<file path="config.mk">
export PLATFORM = sky130hd
export DESIGN_NAME = caravel_ram_wb_ctrl
export DESIGN_NICKNAME = d
export VERILOG_FILES = /design/src/rtl/caravel_ram_wb_ctrl.sv
export SDC_FILE = /design/constraint.sdc
export NUM_CORES = 1
export LEC_CHECK = 0
export CORE_ASPECT_RATIO = 1.75
export CORE_MARGIN = 2
export CORE_UTILIZATION = 34
export CTS_CLUSTER_SIZE = 40
export DETAILED_ROUTE_END_ITERATION = 10
export PLACE_DENSITY_LB_ADDON = 0.2
export SYNTH_ARGS = -nofsm -noshare
export SYNTH_HDL_FRONTEND = slang
export SYNTH_SLANG_ARGS = --single-unit
</file>
<file path="constraint.sdc">
create_clock -name wb_clk_i -period 2.62 [get_ports wb_clk_i]
set_input_delay 0.393 -clock wb_clk_i [delete_from_list [all_inputs] [get_ports wb_clk_i]]
set_output_delay 0.393 -clock wb_clk_i [all_outputs]
set_load 0.01 [all_outputs]
</file>
<file path="src/rtl/caravel_ram_wb_ctrl.sv">
// Wishbone slave that maps a window of the user address space onto NBANKS
// single-port 32-bit SRAM macros sharing one A/Di/WE bus and a per-bank EN.
module caravel_ram_wb_ctrl #(
  parameter logic [31:0] BASE_ADDR = 32'h3000_0000,
  parameter int          AW        = 11,
  parameter int          NBANKS    = 3,
  parameter int          BW        = 2,
  parameter int          RD_LAT    = 1
) (
  input  logic                 wb_clk_i,
  input  logic                 wb_rst_i,
  input  logic [31:0]          wb_adr_i,
  input  logic [31:0]          wb_dat_i,
  input  logic [3:0]           wb_sel_i,
  input  logic                 wb_we_i,
  input  logic                 wb_cyc_i,
  input  logic                 wb_stb_i,
  output logic                 wb_ack_o,
  output logic                 wb_err_o,
  output logic [31:0]          wb_dat_o,
  output logic [NBANKS-1:0]    EN,
  output logic [3:0]           WE,
  output logic [31:0]          Di,
  output logic [AW-1:0]        A,
  input  logic [32*NBANKS-1:0] Do
);

  localparam int           HIT_LSB  = AW + BW + 2;
  localparam logic [BW:0]  NBANKS_W = (BW + 1)'(NBANKS);

  typedef enum logic [2:0] {IDLE, ACCESS, RWAIT, ACK, ERR} state_e;

  state_e          state_q;
  logic [BW-1:0]   bank_q;
  logic            rd_q;
  logic [2:0]      cnt_q;

  logic            dec_hit;
  logic [BW-1:0]   dec_bank;
  logic [AW-1:0]   dec_word;
  logic            dec_valid;
  logic            unused_adr_lsb;

  logic [31:0]     do_bank [NBANKS];

  genvar gi;
  generate
    for (gi = 0; gi < NBANKS; gi++) begin : g_do
      assign do_bank[gi] = Do[32*gi +: 32];
    end
  endgenerate

  // Byte offset within the word is irrelevant to a 32-bit macro.
  assign unused_adr_lsb = ^wb_adr_i[1:0];

  always_comb begin
    dec_hit   = (wb_adr_i[31:HIT_LSB] == BASE_ADDR[31:HIT_LSB]);
    dec_bank  = wb_adr_i[AW+BW+1:AW+2];
    dec_word  = wb_adr_i[AW+1:2];
    dec_valid = dec_hit && ({1'b0, dec_bank} < NBANKS_W);
  end

  always_ff @(posedge wb_clk_i or posedge wb_rst_i) begin
    if (wb_rst_i) begin
      state_q  <= IDLE;
      wb_ack_o <= 1'b0;
      wb_err_o <= 1'b0;
      wb_dat_o <= '0;
      EN       <= '0;
      WE       <= '0;
      Di       <= '0;
      A        <= '0;
      bank_q   <= '0;
      rd_q     <= 1'b0;
      cnt_q    <= '0;
    end else begin
      case (state_q)
        IDLE: begin
          wb_ack_o <= 1'b0;
          wb_err_o <= 1'b0;
          EN       <= '0;
          WE       <= '0;
          if (wb_cyc_i && wb_stb_i) begin
            if (dec_valid) begin
              A       <= dec_word;
              Di      <= wb_dat_i;
              WE      <= wb_we_i ? wb_sel_i : 4'b0000;
              EN      <= NBANKS'(1) << dec_bank;
              bank_q  <= dec_bank;
              rd_q    <= ~wb_we_i;
              state_q <= ACCESS;
            end else begin
              wb_err_o <= 1'b1;
              state_q  <= ERR;
            end
          end
        end
        ACCESS: begin
          // The macro samples EN/WE on this edge, so they drop here regardless.
          EN <= '0;
          WE <= '0;
          if (!wb_cyc_i) begin
            state_q <= IDLE;
          end else if (rd_q) begin
            cnt_q   <= 3'(RD_LAT - 1);
            state_q <= RWAIT;
          end else begin
            wb_ack_o <= 1'b1;
            state_q  <= ACK;
          end
        end
        RWAIT: begin
          if (!wb_cyc_i) begin
            state_q <= IDLE;
          end else if (cnt_q == 3'd0) begin
            wb_dat_o <= do_bank[bank_q];
            wb_ack_o <= 1'b1;
            state_q  <= ACK;
          end else begin
            cnt_q <= cnt_q - 3'd1;
          end
        end
        ACK: begin
          wb_ack_o <= 1'b0;
          state_q  <= IDLE;
        end
        ERR: begin
          wb_err_o <= 1'b0;
          state_q  <= IDLE;
        end
        default: begin
          wb_ack_o <= 1'b0;
          wb_err_o <= 1'b0;
          EN       <= '0;
          WE       <= '0;
          state_q  <= IDLE;
        end
      endcase
    end
  end

endmodule

</file>
==> results.json <==
{
  "max_freq_mhz": 461,
  "grt_pass1_vias": 3962,
  "wl_um": 12400,
  "num_antenna_cells": 0,
  "grt_usage_pct": 18.6,
  "synth_cell_types": 34,
  "wl_per_cell_um": 15.5,
  "finalPower_mw": 3.15,
  "dieArea_um2": 13400,
  "io_buffers": 250,
  "chipWidth_um": 88.3,
  "start_kind": "flop",
  "ant_nets": 0,
  "drc": 0,
  "initial_core_util_pct": 35.1,
  "cts_setup_buffers": 0,
  "hold_path_class": "reg2reg",
  "cts_hold_buffers": 0,
  "path_clk_slew_ns": 0.06,
  "period_share_pct": 82.8,
  "drv_slew": 0,
  "cts_resized": 0,
  "syn-cell-area_um2": 4230,
  "critical_path_required_ns": 2.86,
  "grt_max_degree": 65,
  "die_h_um": 152,
  "insertion_delay_ns": 0.34,
  "worst_slew_pin_slew_ns": 1.23,
  "initialDrtViolationCount": 110,
  "coreArea_um2": 12100,
  "path_max_fanout": 32,
  "maxSlewHeadroom_pct": 17.4,
  "num_vias": 3766,
  "grt_antenna_before_repair": 0,
  "ys_ff_latch": 93,
  "drtPass1Iterations": 4,
  "worstPathArrival_ns": 2.41,
  "cts_buffer_depth": 2,
  "path_cells": "nor2b_2, a21oi_1, o21ai_0",
  "path_class": "reg2reg",
  "tritoncts": "yes",
  "synthesis.nets": 557,
  "overflow": 0,
  "fin_nets": 803,
  "cts_buffers": 9,
  "gp_congestion": 0.815,
  "yosysSeqAreaShare_pct": 55.0,
  "p_leak_nw": 3.08,
  "slowest_delay_ns": 1.01,
  "htreeDepth": 3,
  "synth.avg_cell_area_um2": 11.0,
  "setup_viol": 0,
  "stdcell_area_um2": 7230,
  "grt_pass1_wl_um": 19300,
  "cap_violations": 0,
  "peakVddDrop_v": 0.000295,
  "finalClockSkew_ns": 0.00672,
  "min_period_ns": 2.17,
  "drive_gt1_share_pct": 10.7,
  "detailed_place_hpwl_um": 9940,
  "area_growth_pct": 70.9,
  "rows": 53,
  "place_area_um2": 6940,
  "finalHoldViolCount": 0,
  "status": "complete, no violations",
  "rsz0062_at_grt": "false",
  "postSynthCellCount": 386,
  "crit_path_end_kind": "flop",
  "cts_root_buf": "clkbuf_16",
  "power_density_nw_per_um2": 436,
  "cp_slowest_cell": "nor2b_2",
  "viasPerCell": 4.70,
  "pin_count": 253,
  "fin_setup_tns_ns": 0,
  "clock_sinks": 93,
  "synth-warning-count": 0
}
## final cells by class
class	count	area (um^2)
clock buffers	10	229
clock inverters	5	61.3
fillers	1066	4840
inverters	5	22.5
multi-input cells	265	1770
flip-flops and latches	93	2330
well taps	165	206
repair buffers	258	2610
## worst paths after layout
kind	end	startpoint	slack [ns]	cells after the start
max	wb_dat_o[1]$_DFFE_PP0P_	bank_q[0]$_DFFE_PP0P_	0.45	3
min	wb_dat_o[13]$_DFFE_PP0P_	wb_dat_o[13]$_DFFE_PP0P_	0.48	2
max reg2reg	wb_dat_o[1]$_DFFE_PP0P_	bank_q[0]$_DFFE_PP0P_	0.45	3
min reg2reg	wb_dat_o[13]$_DFFE_PP0P_	wb_dat_o[13]$_DFFE_PP0P_	0.48	2
max in group asynchronous	Di[10]$_DFFE_PP0P_	wb_rst_i	1.58	3
min in group asynchronous	wb_dat_o[10]$_DFFE_PP0P_	wb_rst_i	0.50	2
## worst max-delay path: cells and delay by family (launching register included)
family,cells,cell delay (ns)
and+or+nand+nor,1,1.01
AOI/OAI and AO/OA,2,0.50
DFF,1,0.56
## registers in the layout, summed over array words and instances, names as in the netlist
name and count:
WE 4, A 11, wb_err_o 1, wb_dat_o 32
EN 3, bank_q 2, rd_q 1, wb_ack_o 1
Di 32, state_q 3, cnt_q 3
## through the flow
stage	cells	worst slack (ns)	utilization (%)	hold WS (ns)
after floorplan	386	0.856	-	0.438
after global placement	786	0.167	57.5	0.452
after detailed placement	786	0.0951	57.5	0.471
after CTS	801	0.352	59.9	0.485
after global routing	801	0.168	59.9	0.505
final	801	0.450	59.9	0.478
## synthesized netlist by cell type
library cell,instances,area share (%)
a22o_1,3,0.62
nand3_2,1,0.24
nor3_1,1,0.12
or3_1,1,0.15
o41ai_1,1,0.21
nor4_1,2,0.30
xnor2_1,1,0.21
o21ai_0,39,4.6
a21boi_0,1,0.18
dfrtp_1,93,55
nor4bb_1,1,0.24
mux2i_1,34,8.0
nand3b_1,2,0.35
nor3b_1,1,0.18
buf_2,4,0.47
clkbuf_1,14,1.2
nand2b_1,2,0.30
mux2_2,40,11
o32ai_1,1,0.21
buf_4,3,0.53
nor2_1,38,3.4
nand2_1,45,4.0
mux2_1,6,1.6
nor2b_2,1,0.21
a21oi_1,33,3.9
inv_1,5,0.44
and2_1,1,0.15
buf_6,2,0.53
nand3_1,2,0.24
o22ai_1,1,0.15
nor2b_1,3,0.44
nor3_4,1,0.38
ha_1,2,0.59
a211oi_1,1,0.18
## metal layers
metal	track usage [%]	up-vias	wire, um
met1	18.9	1750	4240
li1	-	1825	-
met4	6.67	0	285
met5	0	-	0
met3	6.39	19	1350
met2	34.4	172	6570
## cell usage in the layout (no fill, tap or decap), drive strengths merged
cell type      netlist  final
a211oi               1      1
a21boi               1      1
a21oi               33     33
a22o                 3      3
and2                 1      1
buf                  9      8
bufinv               0      1
clkbuf              14     10
clkdlybuf4s50        0    250
clkinvlp             0      4
dfrtp               93     93
ha                   2      2
inv                  5      5
mux2                46     46
mux2i               34     34
nand2               45     45
nand2b               2      2
nand3                3      3
nand3b               2      2
nor2                38     38
nor2b                4      4
nor3                 2      2
nor3b                1      1
nor4                 2      2
nor4bb               1      1
o21ai               39     39
o22ai                1      1
o32ai                1      1
o41ai                1      1
or3                  1      1
xnor2                1      1
## power by group
part | internal (mW) | total (mW) | switching, mW
registers | 1.46 | 1.47 | 0.0108
logic | 0.287 | 0.416 | 0.129
clock network | 0.738 | 1.27 | 0.531
## cells by family after synthesis
| group | share of synthesized area [%] |
|---|---|
| simple gates | 10.6 |
| flops | 55.0 |
| compound gates | 10.1 |
| mux | 20.3 |
| buf+inv | 3.22 |
| fa+ha+maj | 0.591 |
| xor+xnor | 0.207 |
Power figures use the tool's default switching activity.
